`src/rtl/cla_chunk_sequencer.sv`:
```
// cla_chunk_sequencer: wide add/sub, one 5-bit lookahead slice per clock with a registered carry chain
module cla_chunk_sequencer #(
    parameter int CHUNKS = 4,
    localparam int W = 5 * CHUNKS,
    localparam int IW = (CHUNKS > 1) ? $clog2(CHUNKS) : 1
) (
    input  logic         clk,
    input  logic         rst,
    input  logic         start,
    input  logic         sub,
    input  logic [W-1:0] a,
    input  logic [W-1:0] b,
    input  logic         cin,
    output logic         busy,
    output logic         done,
    output logic [W-1:0] sum,
    output logic         cout,
    output logic         ovf
);
    typedef enum logic [1:0] {IDLE, RUN, DONE} state_t;
    state_t state_q, state_d;
    logic [IW-1:0] idx_q, idx_d;
    logic [W-1:0] a_q, a_d, b_q, b_d, sum_q, sum_d;
    logic c_q, c_d, cout_q, cout_d, ovf_q, ovf_d;
    logic [4:0] g, p;
    logic [5:0] c;
    assign busy = state_q == RUN;
    assign done = state_q == DONE;
    assign sum  = sum_q;
    assign cout = cout_q;
    assign ovf  = ovf_q;
    // lookahead carries for the slice selected by idx
    always_comb begin
        g = a_q[5*idx_q +: 5] & b_q[5*idx_q +: 5];
        p = a_q[5*idx_q +: 5] ^ b_q[5*idx_q +: 5];
        c[0] = c_q;
        c[1] = g[0] | p[0] & c[0];
        c[2] = g[1] | p[1] & g[0] | (&p[1:0]) & c[0];
        c[3] = g[2] | p[2] & g[1] | (&p[2:1]) & g[0] | (&p[2:0]) & c[0];
        c[4] = g[3] | p[3] & g[2] | (&p[3:2]) & g[1] | (&p[3:1]) & g[0] | (&p[3:0]) & c[0];
        c[5] = g[4] | p[4] & g[3] | (&p[4:3]) & g[2] | (&p[4:2]) & g[1] | (&p[4:1]) & g[0]
             | (&p[4:0]) & c[0];
    end
    // next state: accept in IDLE/DONE, process one slice per RUN cycle
    always_comb begin
        state_d = state_q;
        idx_d   = idx_q;
        a_d     = a_q;
        b_d     = b_q;
        c_d     = c_q;
        sum_d   = sum_q;
        cout_d  = cout_q;
        ovf_d   = ovf_q;
        if (state_q == RUN) begin
            sum_d[5*idx_q +: 5] = p ^ c[4:0];
            c_d   = c[5];
            idx_d = idx_q + 1'b1;
            if (idx_q == IW'(CHUNKS - 1)) begin
                state_d = DONE;
                idx_d   = '0;
                cout_d  = c[5];
                ovf_d   = c[4] ^ c[5];
            end
        end else begin
            state_d = start ? RUN : IDLE;
            if (start) begin
                idx_d = '0;
                a_d   = a;
                b_d   = sub ? ~b : b;
                c_d   = sub ? 1'b1 : cin;
            end
        end
    end
    // state registers; reset aborts any operation in flight
    always_ff @(posedge clk) begin
        if (rst) begin
            state_q <= IDLE;
            idx_q   <= '0;
            a_q     <= '0;
            b_q     <= '0;
            c_q     <= 1'b0;
            sum_q   <= '0;
            cout_q  <= 1'b0;
            ovf_q   <= 1'b0;
        end else begin
            state_q <= state_d;
            idx_q   <= idx_d;
            a_q     <= a_d;
            b_q     <= b_d;
            c_q     <= c_d;
            sum_q   <= sum_d;
            cout_q  <= cout_d;
            ovf_q   <= ovf_d;
        end
    end
endmodule

```
`config.mk`:
```
export PLATFORM = sky130hd
export DESIGN_NAME = cla_chunk_sequencer
export DESIGN_NICKNAME = d
export VERILOG_FILES = /design/src/rtl/cla_chunk_sequencer.sv
export SDC_FILE = /design/constraint.sdc
export NUM_CORES = 1
export LEC_CHECK = 0
export ABC_CLOCK_PERIOD_IN_PS = 3350
export CAP_MARGIN = 10
export CORE_MARGIN = 3
export CORE_UTILIZATION = 52
export CTS_CLUSTER_SIZE = 25
export DETAILED_ROUTE_END_ITERATION = 10
export DONT_BUFFER_PORTS = 1
export GPL_ROUTABILITY_DRIVEN = 0
export PLACE_DENSITY_LB_ADDON = 0.3
export SLEW_MARGIN = 40
export SYNTH_ARGS = -nofsm -noshare
export SYNTH_HDL_FRONTEND = slang
export SYNTH_SLANG_ARGS = --single-unit
```
`constraint.sdc`:
```
create_clock -name clk -period 3.35 [get_ports clk]
set_input_delay 0.67 -clock clk [delete_from_list [all_inputs] [get_ports clk]]
set_output_delay 0.67 -clock clk [all_outputs]
set_load 0.05 [all_outputs]
```
# Word level (Yosys, flattened, before mapping)
# Index checks and enable logic that the tools add are counted.
[classes] addsub=2 mul=1 div=0 order_cmp=0 n_eq_ne=4 shift=4 muxes=11 bitwise_logic=36 reduce_logical=13
[op_table] operator="20-bit by 6-bit indexed part select with 5-bit output" n=2
[op_table] operator="5-bit negator with 34-bit output" n=1
[op_table] operator="5-bit by 34-bit variable shift with 20-bit output (first input constant)" n=1
[op_table] operator="5-bit by 34-bit indexed part select with 20-bit output" n=1
[op_table] operator="20-bit bitwise mux" n=1
[op_table] operator="20-bit 2-to-1 mux" n=1
[op_table] operator="20-bit inverter" n=1
[op_table] operator="1-bit bitwise AND" n=15
[op_table] operator="1-bit bitwise OR" n=15
[op_table] operator="2-bit AND reduction" n=6
[op_table] operator="2-bit 2-to-1 mux" n=5
[op_table] operator="5-bit bitwise XOR" n=2
[op_table] operator="3-bit AND reduction" n=3
[op_table] operator="4-bit AND reduction" n=2
[op_table] operator="5-bit bitwise AND" n=1
[op_table] operator="3-bit by 2-bit multiplier with 5-bit output (first input constant)" n=1
[op_table] operator="5-bit AND reduction" n=1
[op_table] operator="2-bit == test (second input constant)" n=2
[op_table] operator="1-bit 2-to-1 mux" n=4
[op_table] operator="2-bit by 1-bit adder with 2-bit output (second input constant)" n=1
[op_table] operator="2-bit by 1-bit == test with 1-bit output (second input constant)" n=1
[op_table] operator="2-bit by 1-bit != test with 1-bit output (second input constant)" n=1
[op_table] operator="2-bit nonzero test" n=1
[op_table] operator="1-bit inverter" n=1
[op_table] operator="1-bit bitwise XOR" n=1
[totals] reg_bits=67 latch_bits=0 ram_bits=0 romBits=0 in_bits=45 out_inout_bits=24 mem_count=0

# Logic depth before layout (Yosys ltp)
# Gate-level depths: netlist of the first run.
[logic_depth] depth_word=11 ltp_mapped=8 depth_no_buf=6

# Least setup slack after synthesis of the first run
# No wires, ideal clock.
[synth_timing] path_kind="reg2reg" startpoint="register idx_q[0]" endpoint="register sum_q[14] (netlist: sum[14])" setup_ps=87 arrival_ps=2599 required_ps=3263 path_slack_ps=664 stages_incl_launch_ff=9 cell_sequence="dfxtp_1 -> buf_4 -> buf_2 -> mux4_2 -> ha_1 -> and3_1 -> a221o_1 -> xnor2_2 -> o31ai_1"
[synth_between] elab_chain_cells=11
[synth_lines] element="start, declared" line="22" source="logic [IW-1:0] idx_q, idx_d;"
[synth_lines] element="start signal, assigned" line="87" source="idx_q <= idx_d;"
[synth_lines] element="3-bit by 2-bit multiplier with 5-bit output (*)" line="34, 35, 55"
[synth_lines] element="20-bit by 6-bit indexed part select with 5-bit output" line="34, 35"
[synth_lines] element="5-bit bitwise XOR / 5-bit bitwise AND (equally long branches)" line="35, 34"
[synth_lines] element="1-bit bitwise AND / 2-bit AND reduction (equally long branches)" line="40" source="c[4] = g[3] | p[3] & g[2] | (&p[3:2]) & g[1] | (&p[3:1]) & g[0] | (&p[3:0]) & c[0];"
[synth_lines] element="1-bit bitwise OR / 1-bit bitwise AND (equally long branches)" line="40"
[synth_lines] element="1-bit bitwise OR (3 in series)" line="40"
[synth_lines] element="5-bit bitwise XOR" line="55" source="sum_d[5*idx_q +: 5] = p ^ c[4:0];"
[synth_lines] element="5-bit by 34-bit indexed part select with 20-bit output" line="55"
[synth_lines] element="20-bit bitwise mux (*)" line="55"
[synth_lines] element="end signal, assigned" line="91" source="sum_q <= sum_d;"
[synth_lines] element="end, declared" line="23" source="logic [W-1:0] a_q, a_d, b_q, b_d, sum_q, sum_d;"
# Mark *: on every way between the ends. The rest lies on a longest branch, timed or not.
# A chain may end at the register's enable or synchronous reset.

# Worst setup path after layout of the first run
[layout_timing] startpoint="register idx_q[0]" endpoint="register sum_q[3] (netlist: sum[3])"
# The elaborated chain is that of the path after synthesis.

==> metrics.txt, run 1 <==
register bit count reported by yosys 67; routed len/inst 15.9 um; CTS resizes 0; register area share after synthesis between 40% and 50%; Synth Flop Type dfxtp_1; final worst slack 0.515 ns; largest net degree at the start of global routing 72; final hold violations 0; Max-cap violations 0; # IOs 69; Setup violations, final 0; pwr dens 500 nW/um^2; Min-Delay Path Class in2reg; net count after synthesis between 300 and 400; pre-CTS setup slack 0.506 ns; gr usage total 18.8%; Clk Latency, worst-skew pair 0.35 ns; skew final roughly 0.011 ns; CTS tree yes; post-detail-place hpwl 4660 um; Ys Warns 0; largest family of logic cells by synthesized area simple AND/OR/NAND/NOR gates; FILL cells 543; Seq pwr share 53.1%; Clock Pin Slew Worst Setup and Hold Paths 0.07 ns; switching part of the total power 26.6%; CP Cell Sequence mux4_2 -> ha_1 -> and3_1 -> a221oi_1 -> a32oi_1 -> nor2_1; min cycle time layout between 2 and 3 ns; Clk pwr share 33.9%; final net count 386; Switching Power ~0.44 mW; f_max ~350 MHz; Clock Tree Buf Depth 2; total chip power 1.66 mW; DRC Markers 0; FF-to-FF path depth 6; Die H 83.8 um; WP depth 6; die area 7020 sq um; Comb pwr share 13.0%; critical path startpoint idx_q[0]; Site Rows 27; ant diodes 0; count of input and output buffers 0; CP max stage delay approximately 0.67 ns; Die Wd 83.8 um; largest fanout on the critical path 10; starting density of the core 55.4%; CTS sink cnt 67; post-CTS setup buffers 0; mux cell area share after synthesis 7.48%; Distinct cells, synth 43; CP arrival 3.12 ns; slew margin rel. 56.5%; outcome completed; Area Overhead vs Synth 5.25%; H-tree Lvls 3; FF/Latch Area around 1300 sq um; drt via density roughly 5.7; FF-to-FF End sum[3]; Post-synth ARST share 0%; TritonCTS Buffers 9; Max VDD drop slightly above 0.3 mV; CTS Hold Buffers Added 0; Total Wirelength between 6000 and 7000 um; slowest cell on the critical path dfxtp_1; first-pass GRT wire length 10500 um; Worst setup endpoint sum[3]; compound-gate portion of the synthesized area 16.0%; Synth Area in Simple Gates 18.0%; Post-Synth XOR/XNOR Area 6.37%; final worst-path cycle share 84.6%; critical path class reg2reg; adder-cell share of the synthesized area 5.41%; setup_tns 0 ns; WP buf/inv 0; reg2reg setup slack 0.51 ns; EDFF count, synth 0; Final Cell Area 3310 sq um; overflow left after global routing 0; DR pass1 iterations 4; Mapped Cells 338; share of post-route cells with drive strength above 1 9.37%; delay-heaviest family, CP compound AO/OA/AOI/OAI gates; RSZ-0062 raised after global routing false; Max Slew Vio Count 0; Avg Cell Area, Syn 9.30 sq um; RR Startpoint idx_q[0]; number of global-route vias before repair 2193; Core Util, Final about three fifths; drt initial violations 88; number of nets still failing antenna checks after routing 0; initial antenna violation count 0; routed via count 2292; Cell Area, Placed ~3200 sq um; Pleak 1.21 nW; Mapped Area 3140 sq um; Int Pwr 1.22 mW; Worst EP required 3.63 ns; Worst Setup End Kind register; Worst-Margin Slew about 0.65 ns; CP startpoint kind register; CTS root buf clkbuf_8; Multi-input gate area between 1500 and 2000 sq um; core area 5680 sq um
==> stage by stage <==
stage | instances | hold WS [ns]
6_report | 403 | 0.383
2_1_floorplan | 338 | 0.433
3_3_place_gp | 389 | 0.437
3_5_place_dp | 389 | 0.440
4_1_cts | 403 | 0.372
5_1_grt | 403 | 0.354
==> cell usage in the layout, fill, tap and decap left out, types with 2 or more instances in the layout <==
master | Yosys | final
and2_1 | 3 | 2
clkbuf_8 | 0 | 10
a211oi_1 | 25 | 25
mux4_2 | 10 | 10
dfxtp_1 | 67 | 67
o21ai_0 | 2 | 2
a21o_1 | 2 | 2
and3_1 | 3 | 3
a32oi_1 | 4 | 4
buf_4 | 1 | 2
inv_1 | 6 | 6
a22oi_1 | 8 | 8
ha_1 | 12 | 12
clkbuf_1 | 13 | 2
nor2_1 | 44 | 44
nand3b_1 | 6 | 6
xnor2_1 | 21 | 21
o31ai_1 | 3 | 3
or3_1 | 2 | 2
nor3_1 | 3 | 3
nand2_1 | 47 | 47
a21oi_1 | 26 | 26
==> synth_stat cells, types with 2 or more instances <==
| cell | number | area, sq um |
|---|---|---|
| nor2_1 | 44 | 165 |
| o31ai_1 | 3 | 22.5 |
| mux4_2 | 10 | 225 |
| a22oi_1 | 8 | 60.1 |
| o21ai_0 | 2 | 10.0 |
| clkbuf_1 | 13 | 48.8 |
| and3_1 | 3 | 18.8 |
| ha_1 | 12 | 150 |
| xnor2_1 | 21 | 184 |
| a21o_1 | 2 | 15.0 |
| nand2_1 | 47 | 176 |
| a211oi_1 | 25 | 188 |
| a21oi_1 | 26 | 130 |
| dfxtp_1 | 67 | 1340 |
| or3_1 | 2 | 12.5 |
| and2_1 | 3 | 18.8 |
| inv_1 | 6 | 22.5 |
| buf_2 | 9 | 45.0 |
| nor3_1 | 3 | 15.0 |
| a32oi_1 | 4 | 35.0 |
| nand3b_1 | 6 | 45.0 |
==> power groups by stage <==
stage | Clock [mW] | Sequential [mW] | Combinational, mW
after floorplan | 0 | 0.884 | 0.201
after global placement | 0 | 0.897 | 0.209
after detailed placement | 0 | 0.898 | 0.216
after CTS | 0.578 | 0.880 | 0.217
after global routing | 0.616 | 0.884 | 0.243
final | 0.562 | 0.879 | 0.215
==> cell families (layout without fill, tap and decap cells) <==
logic type / Yosys count / after routing
simple gates: 120 / 120
buf+inv: 30 / 23
flops: 67 / 67
mux: 11 / 11
xor+xnor: 22 / 22
fa+ha+maj: 13 / 13
compound gates: 75 / 75
==> layout make-up <==
cell class | count | share of cell area (%)
multi-input cells | 241 | 50.7
flip-flops and latches | 67 | 40.5
clock buffers | 12 | 4.39
well taps | 72 | 2.72
inverters | 7 | 0.794
repair buffers | 2 | 0.454
clock inverters | 2 | 0.416
==> routing by layer <==
layer | part of all wire (%) | track usage (%) | vias to the layer above
met5 | 0 | 0 | -
met3 | 7.5 | 8.98 | 10
met1 | 44 | 23.9 | 1041
met2 | 47 | 28.4 | 67
met4 | 1.1 | 5.70 | 0
li1 | - | - | 1174
==> how the worst min path moves through the flow <==
stage | start | depth (start not counted) | slack [ns] | endpoint
finish | rst | 1 | 0.38 | a_q[19]
global route | rst | 1 | 0.35 | a_q[13]
CTS | rst | 1 | 0.37 | a_q[19]
detailed placement | a_q[5] | 2 | 0.44 | a_q[5]
global placement | a_q[10] | 2 | 0.44 | a_q[10]
floorplan | a_q[12] | 2 | 0.43 | a_q[12]
==> state kept, by name (all words and copies together), names as in the netlist <==
| register | count |
|---|---|
| b_q | 20 |
| a_q | 20 |
| cout | 1 |
| c_q | 1 |
| state_q | 2 |
| sum | 20 |
| ovf | 1 |
| idx_q | 2 |
(Power assumes the default switching activity.)
==> run 2, diff against run 1 <==
--- a/config.mk
+++ b/config.mk
@@ -5,7 +5,7 @@
 export SDC_FILE = /design/constraint.sdc
 export NUM_CORES = 1
 export LEC_CHECK = 0
-export ABC_CLOCK_PERIOD_IN_PS = 3350
+export ABC_CLOCK_PERIOD_IN_PS = 2950
 export CAP_MARGIN = 10
 export CORE_MARGIN = 3
 export CORE_UTILIZATION = 52
==> constraint.sdc (replaced) <==
create_clock -name clk -period 2.95 [get_ports clk]
set_input_delay 0.59 -clock clk [delete_from_list [all_inputs] [get_ports clk]]
set_output_delay 0.59 -clock clk [all_outputs]
set_load 0.05 [all_outputs]
==> run 2 against run 1 <==
  * Worst setup slack worse by 0.17 ns
  * First-iteration DRC count fell by 18%
  * Clock power increased by 20%
  * Clock skew is 0.0058 ns lower
  * Critical path type unchanged
  * Critical endpoint is now sum[9]
==> metrics.txt, run 2 (synthesis gave the netlist of run 1 again) <==
outcome completed (unchanged); post-detail-place hpwl 4590 um (was 4660 um); ant diodes 0 (unchanged); highest-count cells in the layout ignoring fill and taps 66 x dfxtp_1, 47 x nand2_1, 44 x nor2_1 (was 67 x dfxtp_1, 47 x nand2_1, 44 x nor2_1); drt via density 5.66 (was 5.69); Placed Cells 391 (was 389); FILL cells 522 (was 543); switching part of the total power 26.3% (was 26.6%); CP max stage delay 0.56 ns (was 0.67 ns); routed via count 2302 (was 2292); TritonCTS Buffers 9 (unchanged); routed len/inst 15.4 um (was 15.9 um); final std cells w/o fill 407 (was 403); first-pass GRT wire length 10700 um (was 10500 um); Die H 83.8 um (unchanged); starting density of the core 55.4% (unchanged); WP buf/inv 0 (unchanged); Total Wirelength 6260 um (was 6400 um); Clock Pin Slew Worst Setup and Hold Paths 0.07 ns (about the same); critical path class reg2reg (unchanged); Pleak 1.23 nW (was 1.21 nW); pwr dens 573 nW/um^2 (was 500 nW/um^2); Die Wd 83.8 um (unchanged); WP depth 6 (unchanged); Worst Setup End Kind register (unchanged); CTS tree yes (unchanged); initial antenna violation count 0 (unchanged); Int Pwr 1.41 mW (was 1.22 mW); Min-Delay Path Class in2reg (unchanged); share of post-route cells with drive strength above 1 10.4% (was 9.37%); Hold WS 0.316 ns (was 0.383 ns); final hold violations 0 (unchanged); f_max 384 MHz (was 353 MHz); final worst-path cycle share 88.4% (was 84.6%); final net count 388 (was 386); number of global-route vias before repair 2289 (was 2193); DR pass1 iterations 4 (unchanged); Max Slew Vio Count 0 (unchanged); Clk Latency, worst-skew pair 0.34 ns (was 0.35 ns); commonest non-fill, non-tap cell in the layout dfxtp_1 (unchanged); slew margin rel. 55.0% (was 56.5%); reg2reg setup slack 0.34 ns (was 0.51 ns); RSZ-0062 raised after global routing false (unchanged); Worst EP required 3.20 ns (was 3.63 ns); number of nets still failing antenna checks after routing 0 (unchanged); # IOs 69 (unchanged); Area Overhead vs Synth 6.21% (was 5.25%); Cell Area, Placed 3170 sq um (was 3150 sq um); Max VDD drop 0.289 mV (was 0.312 mV); DRC Markers 0 (unchanged); setup_tns 0 ns (unchanged); final worst slack 0.343 ns (was 0.515 ns); delay-heaviest family, CP compound AO/OA/AOI/OAI gates (unchanged); total chip power 1.92 mW (was 1.66 mW); CP arrival 2.86 ns (was 3.12 ns); CTS root buf clkbuf_8 (unchanged); Site Rows 27 (unchanged); Max-cap violations 0 (unchanged); Final Cell Area 3340 sq um (was 3310 sq um); critical path startpoint idx_q[0] (unchanged); RR Startpoint idx_q[0] (unchanged); CTS sink cnt 67 (unchanged); overflow left after global routing 0 (unchanged); largest fanout on the critical path 11 (was 10); gr usage total 18.8% (about the same); slowest cell on the critical path mux4_2 (was dfxtp_1); FF-to-FF path depth 6 (unchanged); skew final 0.00564 ns (was 0.0114 ns); Comb pwr share 12.7% (was 13.0%); Worst setup endpoint sum[9] (was sum[3]); Setup violations, final 0 (unchanged); pre-CTS setup slack 0.0900 ns (was 0.506 ns); die area 7020 sq um (unchanged); drt initial violations 72 (was 88); H-tree Lvls 3 (unchanged); Switching Power 0.503 mW (was 0.441 mW); core area 5680 sq um (unchanged); CP Cell Sequence mux4_2 -> ha_1 -> and3_1 -> a221o_1 -> xnor2_2 -> o31ai_1 (was mux4_2 -> ha_1 -> and3_1 -> a221oi_1 -> a32oi_1 -> nor2_1); largest net degree at the start of global routing 72 (unchanged); post-CTS setup buffers 0 (unchanged); Worst-Margin Slew 0.673 ns (was 0.652 ns); count of input and output buffers 0 (unchanged); Seq pwr share 52.1% (was 53.1%); FF-to-FF End sum[9] (was sum[3]); Core Util, Final 58.8% (was 58.3%); Clock Tree Buf Depth 2 (unchanged); Clk pwr share 35.2% (was 33.9%); CP startpoint kind register (unchanged); min cycle time layout 2.61 ns (was 2.84 ns)
[run 2: metal layers]
metal / track usage (%) / up-vias / routed length, um
li1: - / 1177 / -
met1: 23.2 / 1059 / 2830
met2: 29.7 / 56 / 2950
met3: 6.02 / 10 / 385
met4: 8.92 / 0 / 94
met5: 0 / - / 0
[run 2: final cells by class]
cell class	count	area (sq um)	share of cell area, %
clock buffer	14	163	4.87
clock inverter	2	10.0	0.300
inverter	7	26.3	0.787
multi-input combinational	241	1680	50.2
sequential	67	1340	40.2
tap	72	90.1	2.70
timing repair buffer	4	30.0	0.899
[run 2: how the worst min path moves through the flow]
stage | start | endpoint | slack [ns] | cells after the start
CTS | rst | a_q[16] | 0.30 | 1
finish | rst | a_q[19] | 0.32 | 1
detailed placement | a_q[12] | a_q[12] | 0.44 | 2
global route | rst | a_q[19] | 0.30 | 1
floorplan | a_q[12] | a_q[12] | 0.43 | 2
global placement | a_q[4] | a_q[4] | 0.44 | 2
[run 2: worst reg2reg max path, stage by stage, from the launching register on]
cell and delay, ns:
dfxtp_2 0.53, mux4_2 0.57, ha_1 0.37, and3_1 0.20
a221o_1 0.44, xnor2_2 0.20, o31ai_1 0.23
[run 2: power by group through the flow]
stage / logic [mW] / clock network, mW / registers, mW
after floorplan: 0.228 / 0 / 1.00
after global placement: 0.240 / 0 / 1.02
after detailed placement: 0.245 / 0 / 1.02
after CTS: 0.246 / 0.687 / 0.999
after global routing: 0.275 / 0.732 / 1.00
final: 0.243 / 0.674 / 0.998
[run 2: what timing repair did]
action	CTS	global route
hold endpoints to repair	0	0
endpoints found under the setup margin	0	7
resized for setup	0	1
hold buffers	0	0
==> run 3, diff against run 2 <==
--- a/config.mk
+++ b/config.mk
@@ -9,6 +9,7 @@
 export CAP_MARGIN = 10
 export CORE_MARGIN = 3
 export CORE_UTILIZATION = 52
+export CTS_CLUSTER_DIAMETER = 150
 export CTS_CLUSTER_SIZE = 25
 export DETAILED_ROUTE_END_ITERATION = 10
 export DONT_BUFFER_PORTS = 1
==> results of run 3 <==
Final layout, timing and power as in run 2 (identical DEF).
